## src/rtl/result_reader_pkg.sv

```systemverilog
// Shared definitions for the result-area reader: FSM encoding and the
// result-record layout written by the checker.
package result_reader_pkg;

  typedef enum logic [2:0] {
    ST_IDLE   = 3'd0,
    ST_RD_HI  = 3'd1,
    ST_RD_LO  = 3'd2,
    ST_DECODE = 3'd3,
    ST_PUSH   = 3'd4,
    ST_DONE   = 3'd5
  } state_e;

  localparam logic [7:0] META_RUN     = 8'h80;
  localparam int         FAIL_BIT     = 0;
  localparam int         RECORD_WORDS = 2;

endpackage

```

## src/rtl/result_unpack.sv

```systemverilog
// Combinational decoder: word pair {hi, lo} -> {fail, run, result vector}.
module result_unpack
  import result_reader_pkg::*;
#(
  parameter int DATA_WIDTH = 16,
  parameter int RTF_WIDTH  = 24
) (
  input  logic [DATA_WIDTH-1:0] hi,
  input  logic [DATA_WIDTH-1:0] lo,
  output logic                  fail,
  output logic                  run,
  output logic [RTF_WIDTH-1:0]  vector
);

  logic [7:0] meta;

  assign meta   = lo[7:0];
  assign fail   = meta[FAIL_BIT];
  assign run    = (meta & META_RUN) == META_RUN;
  assign vector = {hi, lo[DATA_WIDTH-1:8]};

endmodule

```

## src/rtl/result_reader.sv

```systemverilog
// Avalon-MM read master that walks the result area and unpacks two-word
// records into {fail, vector} FIFO words. Optional: RESULT_READER_FAIL_ONLY_EN.
module result_reader
  import result_reader_pkg::*;
#(
  parameter int ADDR_WIDTH = 20,
  parameter int DATA_WIDTH = 16,
  parameter int BE_WIDTH   = DATA_WIDTH / 8,
  parameter int RTF_WIDTH  = 24,
  parameter int CNT_WIDTH  = 16,
  parameter int OUT_WIDTH  = RTF_WIDTH + 1
) (
  input  logic                  clock,
  input  logic                  reset_n,
  input  logic                  start,
  input  logic [ADDR_WIDTH-1:0] base_addr,
  input  logic [CNT_WIDTH-1:0]  num_records,
  output logic                  busy,
  output logic                  done,
  output logic                  truncated,
  output logic [CNT_WIDTH-1:0]  rec_count,
  output logic [CNT_WIDTH-1:0]  fail_count,
  output logic [ADDR_WIDTH-1:0] mem_address,
  output logic [BE_WIDTH-1:0]   mem_byteenable,
  output logic                  mem_read,
  input  logic [DATA_WIDTH-1:0] mem_readdata,
  input  logic                  mem_waitrequest,
  output logic [OUT_WIDTH-1:0]  ofifo_data,
  output logic                  ofifo_wrreq,
  input  logic                  ofifo_wrfull,
  output logic [2:0]            dbg_state
);

  state_e                state_q;
  logic [ADDR_WIDTH-1:0] addr_q;
  logic [CNT_WIDTH-1:0]  remaining_q;
  logic [DATA_WIDTH-1:0] hi_q;
  logic [DATA_WIDTH-1:0] lo_q;
  logic [CNT_WIDTH-1:0]  rec_count_q;
  logic [CNT_WIDTH-1:0]  fail_count_q;
  logic                  truncated_q;

  logic                  rec_fail;
  logic                  rec_run;
  logic [RTF_WIDTH-1:0]  rec_vector;
  logic                  rd_ack;
  logic                  push_fire;

  result_unpack #(
    .DATA_WIDTH(DATA_WIDTH),
    .RTF_WIDTH (RTF_WIDTH)
  ) u_unpack (
    .hi    (hi_q),
    .lo    (lo_q),
    .fail  (rec_fail),
    .run   (rec_run),
    .vector(rec_vector)
  );

  // Handshakes: a memory word transfers in a cycle with mem_read && !mem_waitrequest;
  // a FIFO word transfers in a cycle with ofifo_wrreq (never raised while ofifo_wrfull).
  // Address, strobe and FIFO data are register-driven and hold while stalled.
  assign mem_read       = (state_q == ST_RD_HI) || (state_q == ST_RD_LO);
  assign rd_ack         = mem_read && !mem_waitrequest;
  assign mem_address    = addr_q;
  assign mem_byteenable = '1;
  assign busy           = state_q != ST_IDLE;
  assign done           = state_q == ST_DONE;
  assign truncated      = truncated_q;
  assign rec_count      = rec_count_q;
  assign fail_count     = fail_count_q;
  assign ofifo_data     = {rec_fail, rec_vector};
  assign dbg_state      = state_q;

`ifdef RESULT_READER_FAIL_ONLY_EN
  // Passing records are counted but never written, so they cannot stall on a full FIFO.
  assign ofifo_wrreq = (state_q == ST_PUSH) && rec_fail && !ofifo_wrfull;
  assign push_fire   = (state_q == ST_PUSH) && (!rec_fail || !ofifo_wrfull);
`else
  assign ofifo_wrreq = (state_q == ST_PUSH) && !ofifo_wrfull;
  assign push_fire   = ofifo_wrreq;
`endif

  always_ff @(posedge clock or negedge reset_n) begin
    if (!reset_n) begin
      state_q      <= ST_IDLE;
      addr_q       <= '0;
      remaining_q  <= '0;
      hi_q         <= '0;
      lo_q         <= '0;
      rec_count_q  <= '0;
      fail_count_q <= '0;
      truncated_q  <= 1'b0;
    end else begin
      case (state_q)
        ST_IDLE: begin
          if (start) begin
            addr_q       <= base_addr;
            remaining_q  <= num_records;
            rec_count_q  <= '0;
            fail_count_q <= '0;
            truncated_q  <= 1'b0;
            state_q      <= (num_records == '0) ? ST_DONE : ST_RD_HI;
          end
        end
        ST_RD_HI: begin
          if (rd_ack) begin
            hi_q    <= mem_readdata;
            addr_q  <= addr_q + 1'b1;
            state_q <= ST_RD_LO;
          end
        end
        ST_RD_LO: begin
          if (rd_ack) begin
            lo_q    <= mem_readdata;
            addr_q  <= addr_q + 1'b1;
            state_q <= ST_DECODE;
          end
        end
        ST_DECODE: begin
          if (!rec_run) begin
            truncated_q <= 1'b1;
            state_q     <= ST_DONE;
          end else begin
            state_q <= ST_PUSH;
          end
        end
        ST_PUSH: begin
          if (push_fire) begin
            rec_count_q  <= rec_count_q + 1'b1;
            fail_count_q <= fail_count_q + {{(CNT_WIDTH-1){1'b0}}, rec_fail};
            remaining_q  <= remaining_q - 1'b1;
            state_q      <= (remaining_q == {{(CNT_WIDTH-1){1'b0}}, 1'b1}) ? ST_DONE : ST_RD_HI;
          end
        end
        ST_DONE: state_q <= ST_IDLE;
        default: state_q <= ST_IDLE;
      endcase
    end
  end

endmodule

```

## config.mk

```make
export PLATFORM = sky130hd
export DESIGN_NAME = result_reader
export DESIGN_NICKNAME = d
export VERILOG_FILES = /design/src/rtl/result_reader_pkg.sv /design/src/rtl/result_unpack.sv /design/src/rtl/result_reader.sv
export SDC_FILE = /design/constraint.sdc
export NUM_CORES = 1
export LEC_CHECK = 0
export ABC_AREA = 1
export CORE_UTILIZATION = 46
export DETAILED_ROUTE_END_ITERATION = 8
export HOLD_SLACK_MARGIN = 0.08
export PLACE_DENSITY = 0.77
export SYNTH_ARGS = -nofsm -noshare
export SYNTH_HDL_FRONTEND = slang
export SYNTH_HIERARCHICAL = 1
export SYNTH_SLANG_ARGS = --single-unit
export TNS_END_PERCENT = 10
```

## constraint.sdc

```tcl
create_clock -name clock -period 1.6 [get_ports clock]
set_input_delay 0.32 -clock clock [delete_from_list [all_inputs] [get_ports clock]]
set_output_delay 0.32 -clock clock [all_outputs]
set_load 0.1 [all_outputs]
```

==> flow_metrics.env <==
export IMPL_wl_per_cell_um=14.8
export IMPL_nets=1054
export IMPL_drc_errors=0
export IMPL_num_vias=6132
export IMPL_htreeDepth=3
export IMPL_grt_pass1_wl_mm=27.7
export IMPL_finalHoldViolations=0
export IMPL_coreArea_mm2=0.0127
export IMPL_setup_violations_final=43
export IMPL_final_antenna_net_count=0
export IMPL_fin_cells=1168
export IMPL_peakVddDrop_mv=2.06
export IMPL_mostFrequentLayoutCell="nand2_1"
export IMPL_syn_to_final_growth_pct=54.7
export IMPL_hpwlAfterDp_mm=12.8
export IMPL_hp_class="in -> async"
export IMPL_placed_cell_area_mm2=0.00877
export IMPL_rows=41
export IMPL_syn_inst=815
export IMPL_diodes=0
export IMPL_cp_slowest_cell="dfrtp_4"
export IMPL_power_density_mw_per_mm2=2250
export IMPL_power_w=0.0210
export IMPL_utilization=0.735
export IMPL_crit_family="flip-flops"
export IMPL_antenna_found_initial=0
export IMPL_grt_total_usage=0.262
export IMPL_grt_max_degree=28
export IMPL_path_cells="nor2_4 > nand2_4 > nor2_4 > buf_12"
export IMPL_worst_path_largest_cell_delay_ns=0.52
export IMPL_drtIter0Drc=485
export IMPL_insertion_delay_ns=0.34
export IMPL_layout_drive_gt1_share=0.264
export IMPL_path_buf_inv=1
export IMPL_cts_buffers=9
export IMPL_rsz0062_at_grt="yes"
export IMPL_worst_endpoint_required_ns=1.28
export IMPL_outcome="complete, but fails checks"
export IMPL_p_leak_nw=4.16
export IMPL_gr_total_overflow=0
export IMPL_worstSetupStartpoint="dbg_state[0]"
export IMPL_port_buffers=141
export IMPL_crit_path_start_kind="flop"
export IMPL_syn_area_per_cell_um2=7.39
export IMPL_place_congestion=0.941
export IMPL_fmaxAchievable_mhz=578
export IMPL_clockRootBuffer="clkbuf_16"
export IMPL_clk_pin_slew_worst_paths_ns=0.07
export IMPL_dieArea_mm2=0.0136
export IMPL_fin_area_mm2=0.00931
export IMPL_skew_ns=0.00510
export IMPL_path_max_fanout=4
export IMPL_cp_common_cell="nor2_4"
export IMPL_setup_ws_ns=-0.129
export IMPL_first_pass_iters=5
export IMPL_cts_num_sinks=98
export IMPL_initial_utilization=0.475
export IMPL_final_cell_mix="nand2_1, nor2_1, buf_12, dfrtp_1, inv_1"
export IMPL_report_final_slew_viol_count=0
export IMPL_cts_buffer_depth=2
export IMPL_grt_pass1_vias=5769
export IMPL_violations="negative setup slack"
export IMPL_crit_type="reg -> out"
export IMPL_end_kind="output pin"
export IMPL_worstPathArrival_ns=1.41
export IMPL_r2r_start="dbg_state[0]"
export IMPL_place_inst=1141
export IMPL_dieHeight_um=116
export IMPL_cts_tree="built"
export IMPL_layout_worst_path_cycle_share=1.08
export IMPL_num_io_pins=144
export IMPL_yosysWarnings=6
export IMPL_layout_min_cycle_time_ns=1.73
export IMPL_routed_via_density=5.25
export IMPL_syn_area_mm2=0.00602
export IMPL_routed_wl_mm=17.3
export IMPL_die_w_um=116
export IMPL_max_cap_violations=0
export IMPL_ff2ff_setup_slack_ns=-0.06
area by class of cell:
class | count | area, um2
clock inverter | 2 | 35.0
clock buffer | 14 | 264
timing repair buffer | 215 | 2950
sequential | 98 | 2490
multi-input combinational | 589 | 3060
tap | 172 | 215
fill | 954 | 3360
inverter | 78 | 303
sequential cells by signal, summed over array words and instances, names as in the netlist:
name and flops:
hi_q 16, lo_q 10, remaining_q 16, dbg_state 3, mem_address 20, rec_count 16
fail_count 16, truncated 1
routing by layer:
layer	vias to the layer above	wire length [um]	GRT usage	part of all wire
met3	38	1230	0.0514	0.071
met5	-	0	0	0
li1	2977	-	-	-
met1	2870	7150	0.334	0.41
met2	247	8530	0.438	0.49
met4	0	390	0.0991	0.023
report_power, final:
part | total, W | internal, W | switching (W)
registers | 0.00464 | 0.00343 | 0.00121
logic | 0.0141 | 0.00529 | 0.00880
clock network | 0.00224 | 0.00130 | 0.000942
total | 0.0210 | 0.0100 | 0.0110
path summary, 6_finish.rpt:
check                           cells after the start              to
worst max-delay path                                4     ofifo_wrreq
worst max register to register                     11  mem_address[1]
min in group clock                                  1         lo_q[7]
worst min-delay path                                2  remaining_q[1]
max in group asynchronous                           3  remaining_q[2]
worst min register to register                      1         lo_q[7]
repair_timing:
item	CTS	global route
gates resized for setup	18	31
hold buffers	1	0
endpoints found under the hold margin	22	0
setup endpoints to repair	32	72
pin swaps	5	3
buffers inserted	6	4
through the flow:
| step | setup TNS [ns] | hold slack, ns | setup WS (ns) |
|---|---|---|---|
| CTS | -1.17 | 0.444 | -0.150 |
| global route | -6.13 | 0.472 | -0.181 |
| finish | -1.67 | 0.463 | -0.129 |
| global placement | -0.933 | 0.274 | -0.0739 |
| floorplan | -24.17 | 0.0244 | -0.406 |
| detailed placement | -4.00 | 0.269 | -0.149 |
Note: power is estimated with default switching activity, not from simulation.
